**config.mk**
```make
export PLATFORM = sky130hd
export DESIGN_NAME = ssd_scan_ctrl
export DESIGN_NICKNAME = d
export VERILOG_FILES = /design/src/rtl/ssd_scan_ctrl.sv
export SDC_FILE = /design/constraint.sdc
export NUM_CORES = 1
export LEC_CHECK = 0
export ABC_AREA = 1
export BUFFER_PORTS_ARGS = -buffer_cell sky130_fd_sc_hd__buf_2
export CAP_MARGIN = 25
export CORE_MARGIN = 2
export CORE_UTILIZATION = 50
export DETAILED_ROUTE_END_ITERATION = 8
export PLACE_DENSITY = 0.68
export SLEW_MARGIN = 20
export SYNTH_ARGS = -nofsm -noshare
export SYNTH_HDL_FRONTEND = slang
export SYNTH_SLANG_ARGS = --single-unit
```
**constraint.sdc**
```tcl
create_clock -name ssd_scan_ctrl_port_clk -period 3.65 [get_ports ssd_scan_ctrl_port_clk]
set_input_delay 0.1825 -clock ssd_scan_ctrl_port_clk [delete_from_list [all_inputs] [get_ports ssd_scan_ctrl_port_clk]]
set_output_delay 0.1825 -clock ssd_scan_ctrl_port_clk [all_outputs]
set_load 0.005 [all_outputs]
```
**src/rtl/ssd_scan_ctrl.sv**
```systemverilog
// rtl/ssd_scan_ctrl.sv - eight-digit seven-segment scan controller with frame-synchronous loading
// Option macro: SSD_SCAN_CTRL_LEADING_ZERO_BLANK_EN (leading-zero suppression).
module ssd_scan_ctrl #(
   parameter int DIV          = 100000,
   parameter int BLANK_CYCLES = 1000
) (
   input  logic        ssd_scan_ctrl_port_clk,
   input  logic        ssd_scan_ctrl_port_rst_n,
   input  logic        ssd_scan_ctrl_port_load_valid,
   output logic        ssd_scan_ctrl_port_load_ready,
   input  logic [31:0] ssd_scan_ctrl_port_load_data,
   input  logic [7:0]  ssd_scan_ctrl_port_load_dp,
   input  logic [7:0]  ssd_scan_ctrl_port_load_en,
   output logic [7:0]  ssd_scan_ctrl_port_an,
   output logic [6:0]  ssd_scan_ctrl_port_cc,
   output logic        ssd_scan_ctrl_port_dp,
   output logic        ssd_scan_ctrl_port_frame_tick
);
   localparam int            CW         = $clog2(DIV);
   localparam logic [CW-1:0] SLOT_LAST  = CW'(DIV - 1);
   localparam logic [CW-1:0] BLANK_LAST = CW'(BLANK_CYCLES - 1);
   localparam logic [0:0]    ST_BLANK   = 1'b0;
   localparam logic [0:0]    ST_DRIVE   = 1'b1;

   logic [0:0]    state_q, state_d;
   logic [CW-1:0] cnt_q, cnt_d;
   logic [2:0]    idx_q, idx_d;
   logic [31:0]   act_data_q, act_data_d, pnd_data_q, pnd_data_d;
   logic [7:0]    act_dp_q, act_dp_d, act_en_q, act_en_d;
   logic [7:0]    pnd_dp_q, pnd_dp_d, pnd_en_q, pnd_en_d;
   logic          pend_q, pend_d;
   logic [7:0]    an_q, an_d;
   logic [6:0]    cc_q, cc_d;
   logic          dp_q, dp_d;
   logic          tick_q, tick_d;
   logic          boundary, xfer;
   logic [7:0]    vis_mask;
   logic [3:0]    nib;

   function automatic logic [6:0] glyph(input logic [3:0] n);
      case (n)
         4'h0:    glyph = 7'b1000000;
         4'h1:    glyph = 7'b1111001;
         4'h2:    glyph = 7'b0100100;
         4'h3:    glyph = 7'b0110000;
         4'h4:    glyph = 7'b0011001;
         4'h5:    glyph = 7'b0010010;
         4'h6:    glyph = 7'b0000010;
         4'h7:    glyph = 7'b1111000;
         4'h8:    glyph = 7'b0000000;
         4'h9:    glyph = 7'b0010000;
         4'hA:    glyph = 7'b0001000;
         4'hB:    glyph = 7'b0000011;
         4'hC:    glyph = 7'b1000110;
         4'hD:    glyph = 7'b0100001;
         4'hE:    glyph = 7'b0000110;
         default: glyph = 7'b0001110;
      endcase
   endfunction

   // The slot counter runs across the whole slot; BLANK occupies its first BLANK_CYCLES counts.
   always_comb begin
      state_d  = state_q;
      cnt_d    = cnt_q + 1'b1;
      idx_d    = idx_q;
      boundary = 1'b0;
      if (state_q == ST_BLANK) begin
         if (cnt_q == BLANK_LAST) state_d = ST_DRIVE;
      end else if (cnt_q == SLOT_LAST) begin
         state_d  = ST_BLANK;
         cnt_d    = '0;
         idx_d    = idx_q + 3'd1;
         boundary = (idx_q == 3'd7);
      end
   end

   always_comb begin
      xfer       = ssd_scan_ctrl_port_load_valid & ~pend_q;
      act_data_d = act_data_q;
      act_dp_d   = act_dp_q;
      act_en_d   = act_en_q;
      pnd_data_d = pnd_data_q;
      pnd_dp_d   = pnd_dp_q;
      pnd_en_d   = pnd_en_q;
      pend_d     = pend_q;
      if (boundary && pend_q) begin
         act_data_d = pnd_data_q;
         act_dp_d   = pnd_dp_q;
         act_en_d   = pnd_en_q;
         pend_d     = 1'b0;
      end
      // xfer and a boundary apply are mutually exclusive, since xfer needs pend_q low.
      if (xfer) begin
         pnd_data_d = ssd_scan_ctrl_port_load_data;
         pnd_dp_d   = ssd_scan_ctrl_port_load_dp;
         pnd_en_d   = ssd_scan_ctrl_port_load_en;
         pend_d     = 1'b1;
      end
   end

`ifdef SSD_SCAN_CTRL_LEADING_ZERO_BLANK_EN
   always_comb begin
      vis_mask = act_en_d;
      for (int k = 1; k < 8; k++) begin
         if (((act_data_d >> (4 * k)) == 32'd0) && !act_dp_d[k]) vis_mask[k] = 1'b0;
      end
   end
`else
   assign vis_mask = act_en_d;
`endif

   assign nib = act_data_d[4*idx_d +: 4];

   // Outputs are decoded from next-state values so the registered pins line up with the state.
   always_comb begin
      an_d   = 8'hFF;
      cc_d   = 7'h7F;
      dp_d   = 1'b1;
      tick_d = boundary;
      if (state_d == ST_DRIVE) begin
         an_d[idx_d] = ~vis_mask[idx_d];
         cc_d        = glyph(nib);
         dp_d        = ~act_dp_d[idx_d];
      end
   end

   always_ff @(posedge ssd_scan_ctrl_port_clk or negedge ssd_scan_ctrl_port_rst_n) begin
      if (!ssd_scan_ctrl_port_rst_n) begin
         state_q    <= ST_BLANK;
         cnt_q      <= '0;
         idx_q      <= 3'd0;
         act_data_q <= 32'd0;
         act_dp_q   <= 8'h00;
         act_en_q   <= 8'h00;
         pnd_data_q <= 32'd0;
         pnd_dp_q   <= 8'h00;
         pnd_en_q   <= 8'h00;
         pend_q     <= 1'b0;
         an_q       <= 8'hFF;
         cc_q       <= 7'h7F;
         dp_q       <= 1'b1;
         tick_q     <= 1'b0;
      end else begin
         state_q    <= state_d;
         cnt_q      <= cnt_d;
         idx_q      <= idx_d;
         act_data_q <= act_data_d;
         act_dp_q   <= act_dp_d;
         act_en_q   <= act_en_d;
         pnd_data_q <= pnd_data_d;
         pnd_dp_q   <= pnd_dp_d;
         pnd_en_q   <= pnd_en_d;
         pend_q     <= pend_d;
         an_q       <= an_d;
         cc_q       <= cc_d;
         dp_q       <= dp_d;
         tick_q     <= tick_d;
      end
   end

   assign ssd_scan_ctrl_port_load_ready = ~pend_q;
   assign ssd_scan_ctrl_port_an         = an_q;
   assign ssd_scan_ctrl_port_cc         = cc_q;
   assign ssd_scan_ctrl_port_dp         = dp_q;
   assign ssd_scan_ctrl_port_frame_tick = tick_q;

endmodule

```
**Yosys cells after proc, flatten, opt, wreduce, memory -nomap -nowiden**

Memories as Yosys holds them, arrays and structs flattened.
Index checks and enable logic that the tools add are counted.

- Logic and storage cells: 55
- Bits in read-only memories: 112
- Bits in registers: 135
- Memories kept: 1
- Output and inout bits: 18
- Input port bits: 51

- Bitwise logic cells: 6
- Magnitude comparators: 2
- Eq/ne operators: 3
- Mux-type cells: 23
- $add $sub $neg: 2
- Reductions and logical operators: 3
- Shifts and indexed selects: 1

Memory list:

| name | depth | width | read ports | clocked after Yosys merged registers in | wr ports | line | RTL |
|---|---|---|---|---|---|---|---|
| (name not given) | 16 | 7 | 1 | 0 | 0 | 41 | `case (n)` |

Operators with widths:

| operator | count |
|---|---|
| $mux 17 | 2 |
| $mux 32 | 1 |
| $shiftx 32x6->4 | 1 |
| $mux 8 | 3 |
| $add 17x1->17 const B | 1 |
| $eq 17x10->1 const B | 1 |
| $eq 17x17->1 const B | 1 |
| $mux 1 | 11 |
| $not 8->8 | 1 |
| $or 8x8->8 | 1 |
| $mux 7 | 1 |
| $bmux 1 s3 | 2 |
| $mux 3 | 2 |
| $lt 3x4->1 const B | 1 |
| $add 3x1->3 const B | 1 |
| $demux 1 s3 | 1 |
| $eq 3x3->1 const B | 1 |
| $ge 3x1->1 const B | 1 |
| $not 1->1 | 3 |
| $logic_and 1x1->1 | 2 |
| $reduce_bool 2->1 | 1 |
| $and 1x1->1 | 1 |

**Logic depth before layout (Yosys ltp)**

- Depth in word-level cells: 10
- Gate-level depth with buffers: 19
- Depth with buffers taken out: 18

**Least setup slack after synthesis**

No wires, ideal clock.

- Path type: register to register
- Start point: register cnt_q[0]
- End point: register cc_q[3] (netlist: ssd_scan_ctrl_port_cc[3])
- Cell stages (with the launch flop): 19
- Period minus slack after synthesis: 2.553 ns
- Data arrival time: 2.467 ns
- Setup slack: 1.097 ns
- Library setup time: 0.086 ns
- Required time: 3.564 ns
- Cells stage by stage: dfrtp_1 -> ha_1 -> nand2_2 -> nor2_4 -> nand3_4 -> nor3_4 -> nand2_2 -> nand2_2 -> buf_4 -> o211ai_1 -> nand3_1 -> nand2_1 -> nor2_2 -> inv_1 -> ha_1 -> o21ai_1 -> nand2_1 -> nand2_1 -> nand3_1

- Word-level cells in the longest chain between the ends: 8
- Elaborated cells on any way between the ends: 14
- Classes of those cells: eq/ne (2); shift (1); mux (9); reduce/logical (1); memory (1)

Ends and longest elaborated chain:

| item | line | RTL |
|---|---|---|
| start, declared | 26 | `logic [CW-1:0] cnt_q, cnt_d;` |
| start signal, assigned | 145 | `cnt_q <= cnt_d;` |
| $eq 17x17->1 | 69 | `end else if (cnt_q == SLOT_LAST) begin` |
| $mux 1 | 69 |  |
| $mux 1 | 67 | `if (state_q == ST_BLANK) begin` |
| $logic_and 1x1->1 | 86 | `if (boundary && pend_q) begin` |
| $mux 32 | 86 |  |
| $shiftx 32x6->4 | 112 | `assign nib = act_data_d[4*idx_d +: 4];` |
| $mem_v2 16x7 | n/a |  |
| $mux 7 (*) | 120 | `if (state_d == ST_DRIVE) begin` |
| net cc_d[3] | 33 | `logic [6:0] cc_q, cc_d;` |
| end signal, assigned | 140 | `cc_q <= 7'h7F;` |
| end signal, assigned | 155 | `cc_q <= cc_d;` |
| end, declared | 33 |  |

Mark *: on every way through the listed nets, which the timed path passes. The rest lies on a longest branch.
A chain may end at the register's enable or synchronous reset.

**Final worst setup path**

- Start point: register cnt_q[0]
- End point: register cc_q[5] (netlist: ssd_scan_ctrl_port_cc[5])

The elaborated chain is that of the path after synthesis.

==> results.sh <==
export IMPL_rsz0062_at_grt="no"
export IMPL_gp_congestion=0.8566
export IMPL_first_pass_iters=5
export IMPL_outcome="finished, final reports clean"
export IMPL_cts_htree_levels=4
export IMPL_period_share_pct=87.86
export IMPL_dp_hpwl_um=9295
export IMPL_ys_warn_count=0
export IMPL_globalRouteTotalUtil_pct=22.62
export IMPL_crit_buf_inv=1
export IMPL_yosys_area_top_type_share_pct=47.88
export IMPL_cp_top_family="simple AND/OR/NAND/NOR gates"
export IMPL_via_count=4820
export IMPL_grt_max_degree=75
export IMPL_synth_xor_area_share_pct=0.8449
export IMPL_worstHoldPathType="input port to register"
export IMPL_power_mw=3.580
export IMPL_io_pins=69
export IMPL_yosys_area_top_type="dfrtp_1"
export IMPL_r2r_slack_ns=0.44
export IMPL_synthCells=649
export IMPL_clk_pin_slew_worst_paths_ns=0.05
export IMPL_slowest_stage="nor3_4"
export IMPL_synth_fa_ha_area_share_pct=1.811
export IMPL_synth_area_mm2=0.006220
export IMPL_synth_top_family_by_area="simple AND/OR/NAND/NOR gates"
export IMPL_die_area_mm2=0.01335
export IMPL_drc=0
export IMPL_critical_path_class="register to register"
export IMPL_grt_pass1_vias=4889
export IMPL_synth_area_leaders="dfrtp_1 48%, nand2_1 8.8%, mux2_2 7.8%, dfstp_2 6.8%, nand3_1 5.6%"
export IMPL_synth_simple_area_share_pct=22.63
export IMPL_clockBufferDepth=2
export IMPL_synth_common_cells="145 x nand2_1, 119 x dfrtp_1, 69 x nand3_1"
export IMPL_fin_nets=814
export IMPL_synth_edff_count=0
export IMPL_fin_area_mm2=0.007697
export IMPL_relSlewSlack_pct=37.43
export IMPL_rows=40
export IMPL_cts_tree="built"
export IMPL_setup_viol=0
export IMPL_port_buffer_count=68
export IMPL_cts_resized=0
export IMPL_endpoint_kind="register"
export IMPL_detail_route_antenna_nets=0
export IMPL_synth_compound_area_share_pct=6.216
export IMPL_async_flop_share_pct=100.0
export IMPL_dpl_cell_area_mm2=0.006749
export IMPL_synthMuxAreaShare_pct=7.966
export IMPL_max_stage_delay_ns=0.49
export IMPL_tns_ns=0
export IMPL_cts_buffers=17
export IMPL_die_h_um=115.5
export IMPL_drt_wl_total_um=13880
export IMPL_via_per_inst=5.155
export IMPL_start_kind="register"
export IMPL_synthToLayoutAreaGrowth_pct=23.76
export IMPL_powerDensity_mw_per_mm2=465.1
export IMPL_diodes=0
export IMPL_synth_distinct_cells=37
export IMPL_synth_seq_cells=135
export IMPL_dieWidth_um=115.5
export IMPL_clock_skew_ns=0.01027
export IMPL_grt_antenna_before_repair=0
export IMPL_max_cap_violations=0
export IMPL_coreArea_mm2=0.01206
export IMPL_grt_pass1_wl_um=23340
export IMPL_clk_latency_ns=0.42
export IMPL_synth_ff_type="dfrtp_1"
export IMPL_hold_violations=0
export IMPL_routedWlPerCell_um=14.85
export IMPL_drt_iter0_drc=297
export IMPL_vdd_drop_max_uv=457.0
export IMPL_slew_viol_final=0
export IMPL_avgSynthCellArea_um2=9.584
export IMPL_fmax_mhz=311.8
export IMPL_clock_sinks=135
export IMPL_syn_num_nets=709
export IMPL_worstPathMaxFanout=17
export IMPL_initial_core_util_pct=51.57
export IMPL_cp_data_arrival_time_ns=3.54
export IMPL_crit_path_cell_trace="ha_1 -> nand2_2 -> nor2_4 -> nand3_4 -> nor3_4 -> nand2_2 -> nand2_2 -> o211ai_1 -> nand3_1 -> nand2_1 -> nor2_2 -> inv_1 -> ha_1 -> o21ai_1 -> nand2_1 -> nand2_1 -> nand3_1"
export IMPL_ys_seq_area_share_pct=54.64
export IMPL_drive_above_1_share_pct=28.42
export IMPL_timing_final_crit_period_ns=3.207
export IMPL_grt_ovfl_total=0
export IMPL_worst_slew_pin_slew_ns=0.9386
export IMPL_leakagePower_nw=3.881
export IMPL_synth_most_common_cell="nand2_1"
export IMPL_clockRootBuffer="clkbuf_16"
export IMPL_required_ns=3.99
[per-stage QoR]
step	setup slack, ns	hold WS (ns)	util (%)	std cells
final	0.4431	0.007320	63.82	935
after global placement	0.6224	0.3738	55.79	871
after global routing	0.04949	0.0002738	63.82	935
after floorplan	1.097	-0.1131	-	649
after detailed placement	0.4419	0.3829	55.95	872
after CTS	0.3900	0.0008018	63.73	934
[cells by family (layout without fill, tap and decap cells)]
logic type                 count (synthesis)  after routing
AOI/OAI and AO/OA                         62             62
xor gates and xnor gates                   6              6
adders and majority gates                  9              9
buffers and inverters                     90            208
DFF                                      135            135
muxes                                     44             44
and+or+nand+nor                          303            303
[state kept, by name, indices dropped and copies added (netlist names)]
signal,flops
ssd_scan_ctrl_port_frame_tick,1
state_q,1
pnd_dp_q,8
ssd_scan_ctrl_port_cc,7
act_en_q,8
pnd_en_q,8
ssd_scan_ctrl_port_an,8
idx_q,3
ssd_scan_ctrl_port_dp,1
pend_q,1
act_data_q,32
act_dp_q,8
cnt_q,17
pnd_data_q,32
[report_power, final]
group / total [mW] / internal [mW] / switching [mW]
Clock: 1.84 / 1.20 / 0.642
Sequential: 1.59 / 1.56 / 0.0325
Combinational: 0.149 / 0.0817 / 0.0674
[worst paths after layout]
kind,start,cells after the start,end
max in group asynchronous,ssd_scan_ctrl_port_rst_n,3,act_data_q[27]
worst max register to register,cnt_q[0],17,ssd_scan_ctrl_port_cc[5]
worst min register to register,act_data_q[14],2,act_data_q[14]
worst min-delay path,ssd_scan_ctrl_port_load_data[1],3,pnd_data_q[1]
worst max-delay path,cnt_q[0],17,ssd_scan_ctrl_port_cc[5]
min in group asynchronous,ssd_scan_ctrl_port_rst_n,2,act_dp_q[4]
[tightest hold or removal path: cells and delay by family]
kind / cells / cell delay [ns]
buffers and inverters: 1 / 0.07
AO/OA/AOI/OAI: 1 / 0.09
AND/OR/NAND/NOR: 1 / 0.03
[final cells by class]
class / count / area, µm²
Timing Repair Buffer: 107 / 725.7
Inverter: 69 / 259.0
Multi-Input combinational cell: 424 / 2466
Sequential cell: 135 / 3398
Fill cell: 951 / 4364
Clock inverter: 12 / 171.4
Tap cell: 168 / 210.2
Clock buffer: 20 / 466.7
[placed cells by master, fill, tap and decap left out, types with 9 or more instances in the layout]
cell,count
nand4_1,9
clkbuf_16,17
dlygate4sd3_1,31
buf_2,67
inv_1,59
o21ai_0,15
nand2_1,144
mux2_2,43
ha_1,9
nor2_1,43
a21oi_1,18
o211ai_1,11
nand3_1,69
inv_2,10
dfrtp_1,119
dfstp_2,16
[routing by layer]
layer / vias to the layer above / track usage [%] / part of all wire (%)
li1: 2328 / - / -
met1: 2344 / 28.70 / 44
met2: 121 / 37.12 / 49
met3: 27 / 6.328 / 4.7
met4: 0 / 8.594 / 2.1
met5: - / 0 / 0
[repair_timing]
item	CTS	global route
setup buffers	0	0
endpoints found under the hold margin	92	1
hold buffers	30	1
(Power assumes the default switching activity.)
